**src/rtl/segdecode_scan_master.sv**
```systemverilog
// Frame generator for the segment-decode SPI slave.
// Refreshes four hex digits, one per frame, and scans one key column per frame.
// Each key is debounced over several frames and a press is reported with a pulse.
module segdecode_scan_master #(
    parameter int GAP_CYCLES = 16,  // idle cycles between frames, 2..255
    parameter int DEBOUNCE   = 4    // agreeing samples to change a key, 1..15
) (
    input  logic       clk,
    input  logic       rst_n,
    input  logic       scan_en,
    input  logic       digit_wr,
    input  logic [1:0] digit_addr,
    input  logic [3:0] digit_data,
    output logic       mosi,
    output logic       en,
    input  logic       miso,
    output logic [3:0] key_state,
    output logic       key_valid,
    output logic [1:0] key_code,
    output logic       busy
);

    typedef enum logic [1:0] {
        IDLE  = 2'd0,
        LOAD  = 2'd1,
        SHIFT = 2'd2,
        GAP   = 2'd3
    } state_t;

    localparam logic [7:0] GAP_LAST = 8'(GAP_CYCLES - 1);
    localparam logic [3:0] DEB_MAX  = 4'(DEBOUNCE);

    state_t     state;
    logic [1:0] idx;          // frame index: digit, screen and key column
    logic [2:0] bit_cnt;      // bits already sent in SHIFT
    logic [7:0] gap_cnt;      // cycles already spent in GAP
    logic [7:0] shift_reg;    // remaining frame bits, next bit at [7]
    logic [3:0] digit_q [4];
    logic [3:0] deb_cnt [4];
    logic [7:0] frame;
    logic       raw;

    // Frame layout: column select, screen select, then the hex digit.
    assign frame = {idx, idx, digit_q[idx]};
    // The slave pulls miso low while the selected key column is active.
    assign raw   = ~miso;

    // Digit register file, writable at any time.
    // NOTE: the digit registers are reset so the display comes up blank; this
    // keeps them as plain flops instead of a RAM, which is fine at 16 bits.
    always_ff @(posedge clk or negedge rst_n) begin
        if (!rst_n) begin
            for (int i = 0; i < 4; i++) digit_q[i] <= '0;
        end else if (digit_wr) begin
            digit_q[digit_addr] <= digit_data;
        end
    end

    // Frame sequencer with registered outputs and per-key debounce.
    // NOTE: all state here uses non-blocking assignments so every branch reads
    // the pre-edge values, e.g. the debounce compares against the old key_state.
    always_ff @(posedge clk or negedge rst_n) begin
        if (!rst_n) begin
            state     <= IDLE;
            idx       <= '0;
            bit_cnt   <= '0;
            gap_cnt   <= '0;
            shift_reg <= '0;
            en        <= 1'b0;
            mosi      <= 1'b0;
            busy      <= 1'b0;
            key_valid <= 1'b0;
            key_code  <= '0;
            key_state <= '0;
            for (int i = 0; i < 4; i++) deb_cnt[i] <= '0;
        end else begin
            // key_valid is a single-cycle pulse unless re-raised below.
            key_valid <= 1'b0;
            case (state)
                IDLE: begin
                    if (scan_en) begin
                        state <= LOAD;
                        busy  <= 1'b1;
                    end
                end

                LOAD: begin
                    // Snapshot the frame so later digit writes cannot disturb it.
                    shift_reg <= {frame[6:0], 1'b0};
                    mosi      <= frame[7];
                    en        <= 1'b1;
                    bit_cnt   <= '0;
                    state     <= SHIFT;
                end

                SHIFT: begin
                    if (bit_cnt == 3'd7) begin
                        en      <= 1'b0;
                        mosi    <= 1'b0;
                        gap_cnt <= '0;
                        state   <= GAP;
                    end else begin
                        mosi      <= shift_reg[7];
                        shift_reg <= {shift_reg[6:0], 1'b0};
                        bit_cnt   <= bit_cnt + 3'd1;
                    end
                end

                GAP: begin
                    if (gap_cnt == GAP_LAST) begin
                        // Single miso sample per frame, for key column idx.
                        if (raw != key_state[idx]) begin
                            if (deb_cnt[idx] + 4'd1 == DEB_MAX) begin
                                key_state[idx] <= raw;
                                deb_cnt[idx]   <= '0;
                                if (raw) begin
                                    key_valid <= 1'b1;
                                    key_code  <= idx;
                                end
                            end else begin
                                deb_cnt[idx] <= deb_cnt[idx] + 4'd1;
                            end
                        end else begin
                            deb_cnt[idx] <= '0;
                        end
                        idx <= idx + 2'd1;
                        if (scan_en) begin
                            state <= LOAD;
                        end else begin
                            state <= IDLE;
                            busy  <= 1'b0;
                        end
                    end else begin
                        gap_cnt <= gap_cnt + 8'd1;
                    end
                end

                default: begin
                    state <= IDLE;
                    busy  <= 1'b0;
                end
            endcase
        end
    end

endmodule

```
**config.mk**
```make
export PLATFORM = sky130hd
export DESIGN_NAME = segdecode_scan_master
export DESIGN_NICKNAME = d
export VERILOG_FILES = /design/src/rtl/segdecode_scan_master.sv
export SDC_FILE = /design/constraint.sdc
export NUM_CORES = 1
export LEC_CHECK = 0
export CORE_ASPECT_RATIO = 0.5
export CORE_UTILIZATION = 33
export DETAILED_ROUTE_END_ITERATION = 10
export GPL_ROUTABILITY_DRIVEN = 0
export PLACE_DENSITY = 0.54
export SLEW_MARGIN = 20
export SYNTH_ARGS = -nofsm -noshare
export SYNTH_HDL_FRONTEND = slang
export SYNTH_SLANG_ARGS = --single-unit
```
**constraint.sdc**
```tcl
create_clock -name clk -period 7.4 [get_ports clk]
set_clock_uncertainty 0.15 [all_clocks]
set_input_delay 1.48 -clock clk [delete_from_list [all_inputs] [get_ports clk]]
set_output_delay 1.48 -clock clk [all_outputs]
set_load 0.02 [all_outputs]
```
# Word-level counts from Yosys, hierarchy flattened
# Index checks and enable logic that the tools add are counted.
[op_classes]
bitwise_logic = 5
div = 0
reduce_logical = 15
n_addsub = 4
order_cmp = 6
n_shift = 0
eq_ne = 13
n_mux = 44
multipliers = 0
[ops]
columns = ["cell", "n"]
rows = [
  ["16-bit bitwise mux", 2],
  ["16-bit 2-to-1 mux", 2],
  ["8-bit one-hot mux with 2 select lines", 2],
  ["4-bit 2-to-1 mux", 6],
  ["8-bit 2-to-1 mux", 3],
  ["16-bit AND", 1],
  ["4-bit binary-select mux with 2-bit select", 2],
  ["4-bit demux with 2-bit select", 2],
  ["16-bit NOT", 1],
  ["1-bit 2-to-1 mux", 13],
  ["2-bit inequality test (second input constant)", 6],
  ["8-bit by 1-bit adder with 8-bit output (second input constant)", 1],
  ["8-bit by 4-bit == test with 1-bit output (second input constant)", 1],
  ["2-bit one-hot mux with 4 select lines", 1],
  ["4-bit AND reduction", 2],
  ["3-bit greater-or-equal comparator (second input constant)", 2],
  ["3-bit by 1-bit < comparator with 1-bit output (second input constant)", 2],
  ["2-bit 2-to-1 mux", 3],
  ["2-bit NOT with 3-bit output", 2],
  ["1-bit one-hot mux with 2 select lines", 3],
  ["3-bit one-hot mux with 2 select lines", 1],
  ["2-bit AND reduction", 3],
  ["3-bit AND reduction", 2],
  ["2-bit nonzero test", 3],
  ["other kinds (18)", 21],
]
[word_totals]
memories = 0
regBits = 65
out_inout_bits = 10
in_bits = 11
mem_bits_ro = 0
latch_bits = 0
wordCells = 106
ram_bits = 0

# Depth between registers and ports, before layout
[depth]
depth_word = 10
mapped_depth = 9
ltp_nobuf = 7

# Worst setup path after synthesis
# Ideal clock, no wire load.
[synth_path]
kind = "in2reg"
startpoint = "in miso"
endpoint = "reg key_code[0]"
setup_ns = 0.125
cell_stages = 6
n_path_buf = 2
setup_slack_ns = 4.568
t_required_ns = 7.125
arrival_time_ns = 2.557
cell_sequence = "clkbuf_8 xnor2_2 buf_6 nand4b_1 o22ai_1 mux2_2"
[synth_via]
elab_chain_len = 3
[synth_rtl]
columns = ["element", "line_no", "text"]
rows = [
  ["from (decl)", "16", "input logic miso,"],
  ["1-bit NOT (no line) (*)", "-", ""],
  ["1-bit inequality test", "112", "if (raw != key_state[idx]) begin"],
  ["5-bit AND reduction (no line) (*)", "-", ""],
  ["to (signal assigned)", "118", "key_code <= idx;"],
  ["to (decl)", "19", "output logic [1:0] key_code,"],
]
# Every way passes the cells marked *; elsewhere a longest branch is shown, timed or not.
# A chain may end at the register's enable or synchronous reset.

# Worst setup path in the final report
# Same ends and word-level chain as after synthesis.

==> metrics <==
status finished clean; Area Overhead vs Synth 16.9%; Slew @ Worst Pin 807 ps; met2 Use GR 0.234; post-cts sizing count 0; Final Hold Fails 0; critical path cell sequence clkdlybuf4s50_1, xnor2_2, nand3_1, o22ai_1, mux2_2; final worst path period share 0.481; final setup violation count 0; Mapped Cells 301; Hold Crit Class register to register; hpwl dp 4880 µm; I/O pins 21; GRT met1 Usage 0.176; first-pass GRT wire length 12100 µm; CP arrival about 3600 ps; max frequency roughly 280 MHz; setup TNS 0 ps; internal reg-to-reg setup slack approximately 4200 ps; slowest CP cell clkdlybuf4s50_1; CTS Buffer Depth 2; Power Total roughly 1.2 mW; Max-cap violations 0; CP max stage delay 580 ps; Routed WL 7080 µm; Max VDD drop 0.000127 V; Top FF cell, synth dfrtp_1; die area 11300 µm²; RR Endpoint key_code[0]$_DFFE_PN0P_; leakage approximately 1.7 nW; root buffer cell clkbuf_16; worst r2r src idx[0]$_DFFE_PN0P_; relative slew slack 0.462; port bufs 20; crit path capture type register; Storage cell area about 1600 µm²; Die Wd 149 µm; Worst Reg2Reg Path Length in Cells 6; FFs w/ async S/R, synth 1.00; area of the multi-input gates around 1800 µm²; Final ANT Viol Nets 0; RSZ-0062 raised after global routing no; commonest non-fill, non-tap cell in the layout dfrtp_1; DR DRC count 0; register bit total from synthesis 64; largest registers deb_cnt: 16 flops, digit_q: 16 flops, gap_cnt: 8 flops; GRT Total Usage 0.143; htree depth 3; kind of critical path primary input to register; syn avg cell area 11.9 µm²; # clock sinks 64; Post-synth EDFFs 0; Worst-path clk slew 50 ps; CP Max Fanout 11; wire per inst 15.3 µm; GRT Max-Usage Layer met2; num rows 26; Chip Height 75.5 µm; initial antenna violation count 0; Initial Util 0.345; CTS tree built; Hold Crit Depth 1; initial DRC count just over 70; nets 342; TritonRoute pass-1 iters 4; commonest cells after routing, fill and taps aside dfrtp_1 (64), mux2_2 (37), nand2_1 (19), clkdlybuf4s50_1 (19), o21ai_0 (16); worst-skew pair later-pin latency 330 ps; post-CTS setup buffers 0; Global Route met3 Usage 0.0485; # diodes 0; via count 2424; Pwr per Cell Area 292 nW/µm²; core area 10300 µm²; register area share after synthesis 0.449; hold_ws roughly 350 ps; Synth cell types 54; Yosys warnings 0; total CTS buffers 9; grt ovf 0; sink of the worst hold path digit_q[9]$_DFFE_PN0P_; largest net degree at the start of global routing between 60 and 70; Post-Syn Area 3570 µm²; Via density 5.25; CP Launch Type primary input; hold_buf cts 0; Syn Nets approximately 330; number of global-route vias before repair 2460; worst hold start digit_q[9]$_DFFE_PN0P_; post-layout min period 3560 ps; Slew Limit Fails 0; fraction of layout instances using a drive strength above 1 0.211; Fill cells ~980; Worst Path Required 7460 ps
## worst max-delay path by stage
stage / start / slack (ps) / cells after the start / end
final: miso / 3840 / 5 / key_code[0]$_DFFE_PN0P_
after global routing: miso / 3720 / 5 / key_code[0]$_DFFE_PN0P_
after CTS: miso / 3920 / 5 / key_code[0]$_DFFE_PN0P_
after detailed placement: miso / 3570 / 5 / key_code[0]$_DFFE_PN0P_
after global placement: miso / 3660 / 5 / key_code[1]$_DFFE_PN0P_
after floorplan: miso / 4570 / 6 / key_code[0]$_DFFE_PN0P_
## kinds of logic after synthesis
family                     synth area share
and+or+nand+nor                       0.132
DFF                                   0.449
AOI/OAI and AO/OA                     0.112
muxes                                 0.209
buffers and inverters                0.0358
adders and majority gates            0.0456
xor gates and xnor gates             0.0168
## worst max-delay path, delay by kind of cell
family	cells	cell delay, ps
XOR/XNOR	1	570
buffers and inverters	1	580
AO/OA/AOI/OAI	1	310
AND/OR/NAND/NOR	1	310
multiplexers	1	360
## area by class of cell
type                    count  area share
multi-input cells         214       0.441
flip-flops and latches     64       0.384
clock buffers              12      0.0615
repair buffers             21      0.0486
well taps                 140      0.0420
clock inverters             3      0.0156
inverters                   8     0.00720
## through the flow
| step | cells | cell area (µm²) | worst slack, ps | utilization |
|---|---|---|---|---|
| 4_1_cts | 462 | 4170 | 3920 | 0.403 |
| 2_1_floorplan | 301 | 3570 | 4570 | - |
| 5_1_grt | 462 | 4170 | 3720 | 0.403 |
| 6_report | 462 | 4170 | 3840 | 0.403 |
| 3_5_place_dp | 447 | 3850 | 3570 | 0.372 |
| 3_3_place_gp | 447 | 3850 | 3660 | 0.372 |
## synth_stat cells, types with 7 or more instances
cell | count | area (µm²)
a21oi_1 | 13 | 65.1
clkbuf_1 | 8 | 30.0
dfrtp_1 | 64 | 1600
ha_1 | 13 | 163
inv_1 | 7 | 26.3
mux2_2 | 37 | 417
mux2i_1 | 7 | 70.1
nand2_1 | 19 | 71.3
nand3_1 | 13 | 65.1
nor2_1 | 11 | 41.3
nor2b_1 | 7 | 43.8
o21ai_0 | 16 | 80.1
## report_power, final
group          internal (mW)  switching [mW]  total [mW]
combinational          0.136           0.156       0.292
clock                  0.310           0.145       0.456
sequential             0.418          0.0519       0.470
## metal layers
metal | wire [µm] | part of all wire
met5 | 0 | 0
met4 | 108 | 0.015
met3 | 318 | 0.045
met2 | 3310 | 0.47
met1 | 3350 | 0.47
(Power assumes the default switching activity.)
